--- src/rtl/shift_add_multiplier_if.sv ---
// shift_add_multiplier_if: start/operand/result handshake between a controller and the multiplier.
interface shift_add_multiplier_if #(
    parameter int N = 4
);
    logic           Start;
    logic [N-1:0]   A;
    logic [N-1:0]   B;
    logic [2*N-1:0] P;
    logic           Busy;
    logic           Done;
    modport master (output Start, A, B, input P, Busy, Done);
    modport slave (input Start, A, B, output P, Busy, Done);
endinterface

--- src/rtl/shift_add_multiplier.sv ---
// shift_add_multiplier: sequential unsigned N x N shift-and-add multiplier, one partial product per clock.
module shift_add_multiplier #(
    parameter int N     = 4,
    parameter int CNT_W = 3
) (
    input logic                  Clk,
    input logic                  Rst,
    shift_add_multiplier_if.slave bus
);
    typedef enum logic [1:0] {IDLE, CALC, DONE} state_t;
    state_t         state, state_next;
    logic [2*N-1:0] acc, acc_n, acc_sum, mcand, mcand_n, p_reg, p_n;
    logic [N-1:0]   mplier, mplier_n;
    logic [CNT_W-1:0] count, count_n;
    always_ff @(posedge Clk) begin
        if (Rst) begin
            state  <= IDLE;
            acc    <= '0;
            mcand  <= '0;
            mplier <= '0;
            count  <= '0;
            p_reg  <= '0;
        end else begin
            state  <= state_next;
            acc    <= acc_n;
            mcand  <= mcand_n;
            mplier <= mplier_n;
            count  <= count_n;
            p_reg  <= p_n;
        end
    end
    always_comb begin
        acc_sum    = acc + (mplier[0] ? mcand : '0);
        state_next = state;
        acc_n      = acc;
        mcand_n    = mcand;
        mplier_n   = mplier;
        count_n    = count;
        p_n        = p_reg;
        case (state)
            IDLE: if (bus.Start) begin
                acc_n      = '0;
                mcand_n    = {{N{1'b0}}, bus.A};
                mplier_n   = bus.B;
                count_n    = '0;
                state_next = CALC;
            end
            CALC: begin
                acc_n    = acc_sum;
                mcand_n  = mcand << 1;
                mplier_n = mplier >> 1;
                count_n  = count + CNT_W'(1);
                // P only moves on the final iteration so downstream sees a steady value
                if (count == CNT_W'(N - 1)) begin
                    p_n        = acc_sum;
                    state_next = DONE;
                end
            end
            default: state_next = IDLE;
        endcase
    end
    assign bus.P    = p_reg;
    assign bus.Busy = (state != IDLE);
    assign bus.Done = (state == DONE);
endmodule
--- src/flat_wrapper.sv ---
// flat-port wrapper written by rule: the top's interface ports become plain ports
module shift_add_multiplier_flat 
#(
    parameter int N     = 4,
    parameter int CNT_W = 3
)
  (Clk, Rst, bus_Start, bus_A, bus_B, bus_P, bus_Busy, bus_Done);
  shift_add_multiplier_if #(.N(N)) bus_i ();
  input logic Clk;
  input logic Rst;
  input wire logic [$bits(bus_i.Start)-1:0] bus_Start;
  input wire logic [$bits(bus_i.A)-1:0] bus_A;
  input wire logic [$bits(bus_i.B)-1:0] bus_B;
  output wire logic [$bits(bus_i.P)-1:0] bus_P;
  output wire logic [$bits(bus_i.Busy)-1:0] bus_Busy;
  output wire logic [$bits(bus_i.Done)-1:0] bus_Done;
  assign bus_i.Start = bus_Start;
  assign bus_i.A = bus_A;
  assign bus_i.B = bus_B;
  assign bus_P = bus_i.P;
  assign bus_Busy = bus_i.Busy;
  assign bus_Done = bus_i.Done;
  shift_add_multiplier #(.N(N), .CNT_W(CNT_W)) u_core (.Clk(Clk), .Rst(Rst), .bus(bus_i));
endmodule
--- config.mk ---
export PLATFORM = sky130hd
export DESIGN_NAME = shift_add_multiplier_flat
export DESIGN_NICKNAME = d
export VERILOG_FILES = /design/src/rtl/shift_add_multiplier_if.sv /design/src/rtl/shift_add_multiplier.sv /design/src/flat_wrapper.sv
export SDC_FILE = /design/constraint.sdc
export NUM_CORES = 1
export LEC_CHECK = 0
export BUFFER_PORTS_ARGS = -buffer_cell sky130_fd_sc_hd__buf_2
export CORE_MARGIN = 1
export CORE_UTILIZATION = 57
export DETAILED_ROUTE_END_ITERATION = 10
export PLACE_DENSITY = 0.78
export SKIP_LAST_GASP = 1
export SLEW_MARGIN = 30
export SYNTH_ARGS = -nofsm -noshare
export SYNTH_HDL_FRONTEND = slang
export SYNTH_SLANG_ARGS = --single-unit
--- constraint.sdc ---
create_clock -name Clk -period 2.45 [get_ports Clk]
set_input_delay 0.245 -clock Clk [delete_from_list [all_inputs] [get_ports Clk]]
set_output_delay 0.245 -clock Clk [all_outputs]
set_load 0.05 [all_outputs]
# Word-level counts from Yosys, hierarchy flattened
# Index checks and enable logic that the tools add are counted.
# classes
muxes	12
n_reduce_logical	6
n_eq_ne	5
n_addsub	2
# op_table
operator	n
one-hot mux 8 bit (2 select lines)	2
two-way mux 8 bit	3
adder 8 bit	1
one-hot mux 4 bit (2 select lines)	1
one-hot mux 3 bit (2 select lines)	1
AND reduction 2 bit	3
two-way mux 2 bit	2
two-way mux 4 bit	1
one-hot mux 2 bit (2 select lines)	1
nonzero test 2 bit	2
adder 3 x 1 -> 3 bit, second input constant	1
equality test 3 x 2 -> 1 bit, second input constant	1
two-way mux 3 bit	1
equality test 2 x 1 -> 1 bit, second input constant	1
equality test 2 bit, second input constant	1
zero test 2 bit	1
!= test 2 x 1 -> 1 bit, second input constant	1
!= test 2 bit, second input constant	1
# totals
regBits	33
elab_cells	31

# Longest topological paths before layout
# depth
ltp_word	3
depth_mapped	8

# Least setup slack after synthesis
# OpenSTA, ideal clock, no wires.
# synth_timing
path_type	reg-to-reg
startpoint	register u_core.mplier[0]
endpoint	register u_core.acc[6]
stages_incl_launch_ff	9
t_required_ps	2324
t_arrival_ps	1745
synth_period_minus_slack_ps	1871
path_slack_ps	579
n_path_buf	0
path_cell_list	dfxtp_1 > and2_1 > ha_1 > inv_1 > fa_1 > nor2b_1 > o31ai_1 > a211oi_1 > o21ai_1
# synth_between
elab_chain_len	3
# synth_rtl
element	line_no	source
from (decl)	shift_add_multiplier.sv:13	logic [N-1:0] mplier, mplier_n;
from (signal assigned)	shift_add_multiplier.sv:27	mplier <= mplier_n;
two-way mux 8 bit	shift_add_multiplier.sv:33	acc_sum = acc + (mplier[0] ? mcand : '0);
adder 8 bit	shift_add_multiplier.sv:33	
one-hot mux 8 bit (2 select lines)	shift_add_multiplier.sv:40	case (state)
to (signal assigned)	shift_add_multiplier.sv:25	acc <= acc_n;
to (decl)	shift_add_multiplier.sv:12	logic [2*N-1:0] acc, acc_n, acc_sum, mcand, mcand_n, p_reg, p_n;
# No other way between the ends.
# A chain may end at the register's enable or synchronous reset.

# Final worst setup path
# layout_timing
startpoint	register u_core.mplier[0]
endpoint	register u_core.p_reg[6], in the netlist u_core.bus.P[6]
# layout_between
elab_chain_len	2
# layout_rtl
element	line_no	source
two-way mux 8 bit	shift_add_multiplier.sv:33	
adder 8 bit	shift_add_multiplier.sv:33	
to (signal assigned)	shift_add_multiplier.sv:29	p_reg <= p_n;
to (decl)	shift_add_multiplier.sv:12	
# No other way between the ends.

==> metrics.cfg <==
[yosys]
synth.largest_area_cell=dfxtp_1
ys_ff_latch=33
synth_area_leaders=dfxtp_1 (38%), nor2_1 (8.4%), ha_1 (6.5%)
synth_nets=234
postSynthAreaPerCell_um2=8.15
synth_cells=213
synth-seq-area-share_pct=38.1
synth.top_cell.area_share_pct=38.1
netlist_area_um2=1740
yosys_warnings=0
synth_cell_types=40

[power]
power_density_nw_per_um2=613
p_leak_uw=0.000822
vdd_drop_max_mv=0.441

[sta]
period_share_pct=87.7
worst_slack_ns=0.301
final_max_slew_viol_count=0
hold_viol_final=0
min_period_ns=2.15
tns_ns=0
slew_headroom_pct=57.2
timing.fmax_mhz=465
rsz0062_at_grt=false
setup_viol=0
worstMarginPinSlew_ns=0.642
fin_skew_ns=0.0116

[critical_path]
crit_type=reg2reg
crit_slowest_cell=dfxtp_1
critical-path-max-stage-delay_ns=0.47
arrival_ns=2.35
cp_cell_sequence=and2_1 > ha_1 > inv_1 > fa_1 > nor2b_1 > o31ai_1 > a211oi_1 > o31ai_1
crit_path_start=u_core.mplier[0]$_SDFFE_PP0P_
cp.required_ns=2.65
cp_common_cell=o31ai_1
r2r_start=u_core.mplier[0]$_SDFFE_PP0P_
crit_fanout=9
end_kind=flip-flop
startpoint_type=flip-flop

[floorplan]
die_x_um=57.2
coreArea_um2=2830
start_util_pct=61.3
dieArea_um2=3270
row_count=19
io_pins=21
die_h_um=57.2

[clock_network]
cts-root-buf=clkbuf_4
cts_setup_buffers=0
cts_resized=0
cts_tree=yes
clock_path_buffers=2
numCtsBuffers=5
path_clk_slew_ns=0.11
htree_levels=2
cts.sinks=33
cts_hold_buffers=0
clock_latency_ns=0.34

[drt]
viasPerCell=5.91
finalWirelength_um=3680
wl_per_cell_um=14.1
drc=4
vias=1543
ant_nets=0
drtPass1Iterations=7
drtIter0Drc=70

[placed_design]
dpl_worst_slack_ns=0.355
portBuffers=20
gp_congestion=0.918
place_inst=253
place_hpwl_um=2670

[final_layout]
layoutNonFillerInstCount=261
synthToLayoutAreaGrowth_pct=10.8
insertedDiodeCount=0
drive_gt1_share_pct=14.8
layout.nets=250

[run_status]
violations=design-rule violations
outcome=finished with violations

[min_path]
hold_path.startpoint=bus_B[3]
worstHoldPathType=in2reg

[global_routing]
grt_pass1_vias=1461
grt_pass1_wl_um=6360
grtUsageTotal_pct=25.4
antenna_found_initial=0
grt_max_degree=40
gr-total-overflow=0

[run]
cap_violations=0

-- critical path: cells and delay by family, from the launching register on --
kind,cells,cell delay [ns]
AO/OA/AOI/OAI,3,0.54
buffers and inverters,1,0.05
AND/OR/NAND/NOR,2,0.38
adder cells (fa/ha/maj),2,0.56
flip-flops,1,0.47
-- synthesized netlist by cell type --
cell       n
nor2_1    39
dfxtp_1   33
a21oi_1   17
nand2_1   12
ha_1       9
nor2b_1    9
nor3_1     9
a22oi_1    7
and2_1     7
clkbuf_1   6
inv_1      6
nand3b_1   6
a211oi_1   4
buf_2      4
nand3_1    4
o21ai_0    4
nand2b_1   3
o211ai_1   3
or3_1      3
or4_1      3
a32oi_1    2
buf_4      2
o21a_1     2
o31ai_1    2
or2_2      2
a211oi_2   1
a21boi_0   1
a21o_1     1
a21oi_4    1
a221o_1    1
a311oi_1   1
and2b_1    1
and3b_1    1
buf_6      1
fa_1       1
nor3b_1    1
o21ai_1    1
o311a_1    1
xnor2_1    1
xor2_1     1
-- report_power, final --
group	total, µW	switching, µW	internal [µW]
logic	104	64.2	39.4
clock network	508	192	316
registers	568	15.4	552
-- cell families after synthesis --
group           Yosys count  share of synthesized area [%]
flops                    33                           38.1
buf+inv                  19                           5.26
xor+xnor                  2                           1.01
fa+ha+maj                10                           7.64
simple gates            100                           28.7
compound gates           49                           19.3
-- cells in the final DEF, fill, tap and decap left out, types with 4 or more instances in the layout --
cell and n:
nor2_1 39, dfxtp_1 33, buf_2 20, a21oi_1 17
nand2_1 12, nor2b_1 9, nor3_1 9, ha_1 9
and2_1 7, a22oi_1 7, inv_1 6, nand3b_1 6
clkbuf_4 5, nand3_1 4, a211oi_1 4, o21ai_0 4
-- sequential cells by signal, indices dropped and copies added (netlist names) --
| signal | count |
|---|---|
| u_core.bus.P | 8 |
| u_core.mplier | 4 |
| u_core.state | 2 |
| u_core.mcand | 8 |
| u_core.acc | 8 |
| u_core.count | 3 |
-- final timing paths --
check / to / slack, ns / cells past startpoint
hold / removal: u_core.mplier[3]$_SDFFE_PP0P_ / 0.16 / 3
setup reg to reg: u_core.bus.P[6]$_SDFFE_PP0P_ / 0.30 / 8
hold reg to reg: u_core.bus.P[4]$_SDFFE_PP0P_ / 0.46 / 2
setup / recovery: u_core.bus.P[6]$_SDFFE_PP0P_ / 0.30 / 8
-- metal layers --
layer | share of wire (%) | global-route usage [%]
met5 | 0 | 0
met4 | 1.4 | 10.1
met3 | 4.2 | 7.26
met2 | 48 | 39.3
met1 | 46 | 33.6
-- layout make-up --
class                   instances  area, µm²
multi-input cells             161        983
fillers                       255        906
flip-flops and latches         33        661
repair buffers                 22        115
clock inverters                 3       65.1
well taps                      31       38.8
clock buffers                   5       37.5
inverters                       6       22.5
-- per-stage QoR --
step,power (µW),hold slack [ns],utilization [%],cell area [µm²]
final,1180,0.156,68.0,1920
after CTS,1190,0.155,68.0,1920
after global placement,678,0.440,64.4,1820
after floorplan,659,0.412,-,1740
after global routing,1230,0.153,68.0,1920
after detailed placement,683,0.448,64.4,1820
No activity file was read; power rests on OpenSTA's default activity.
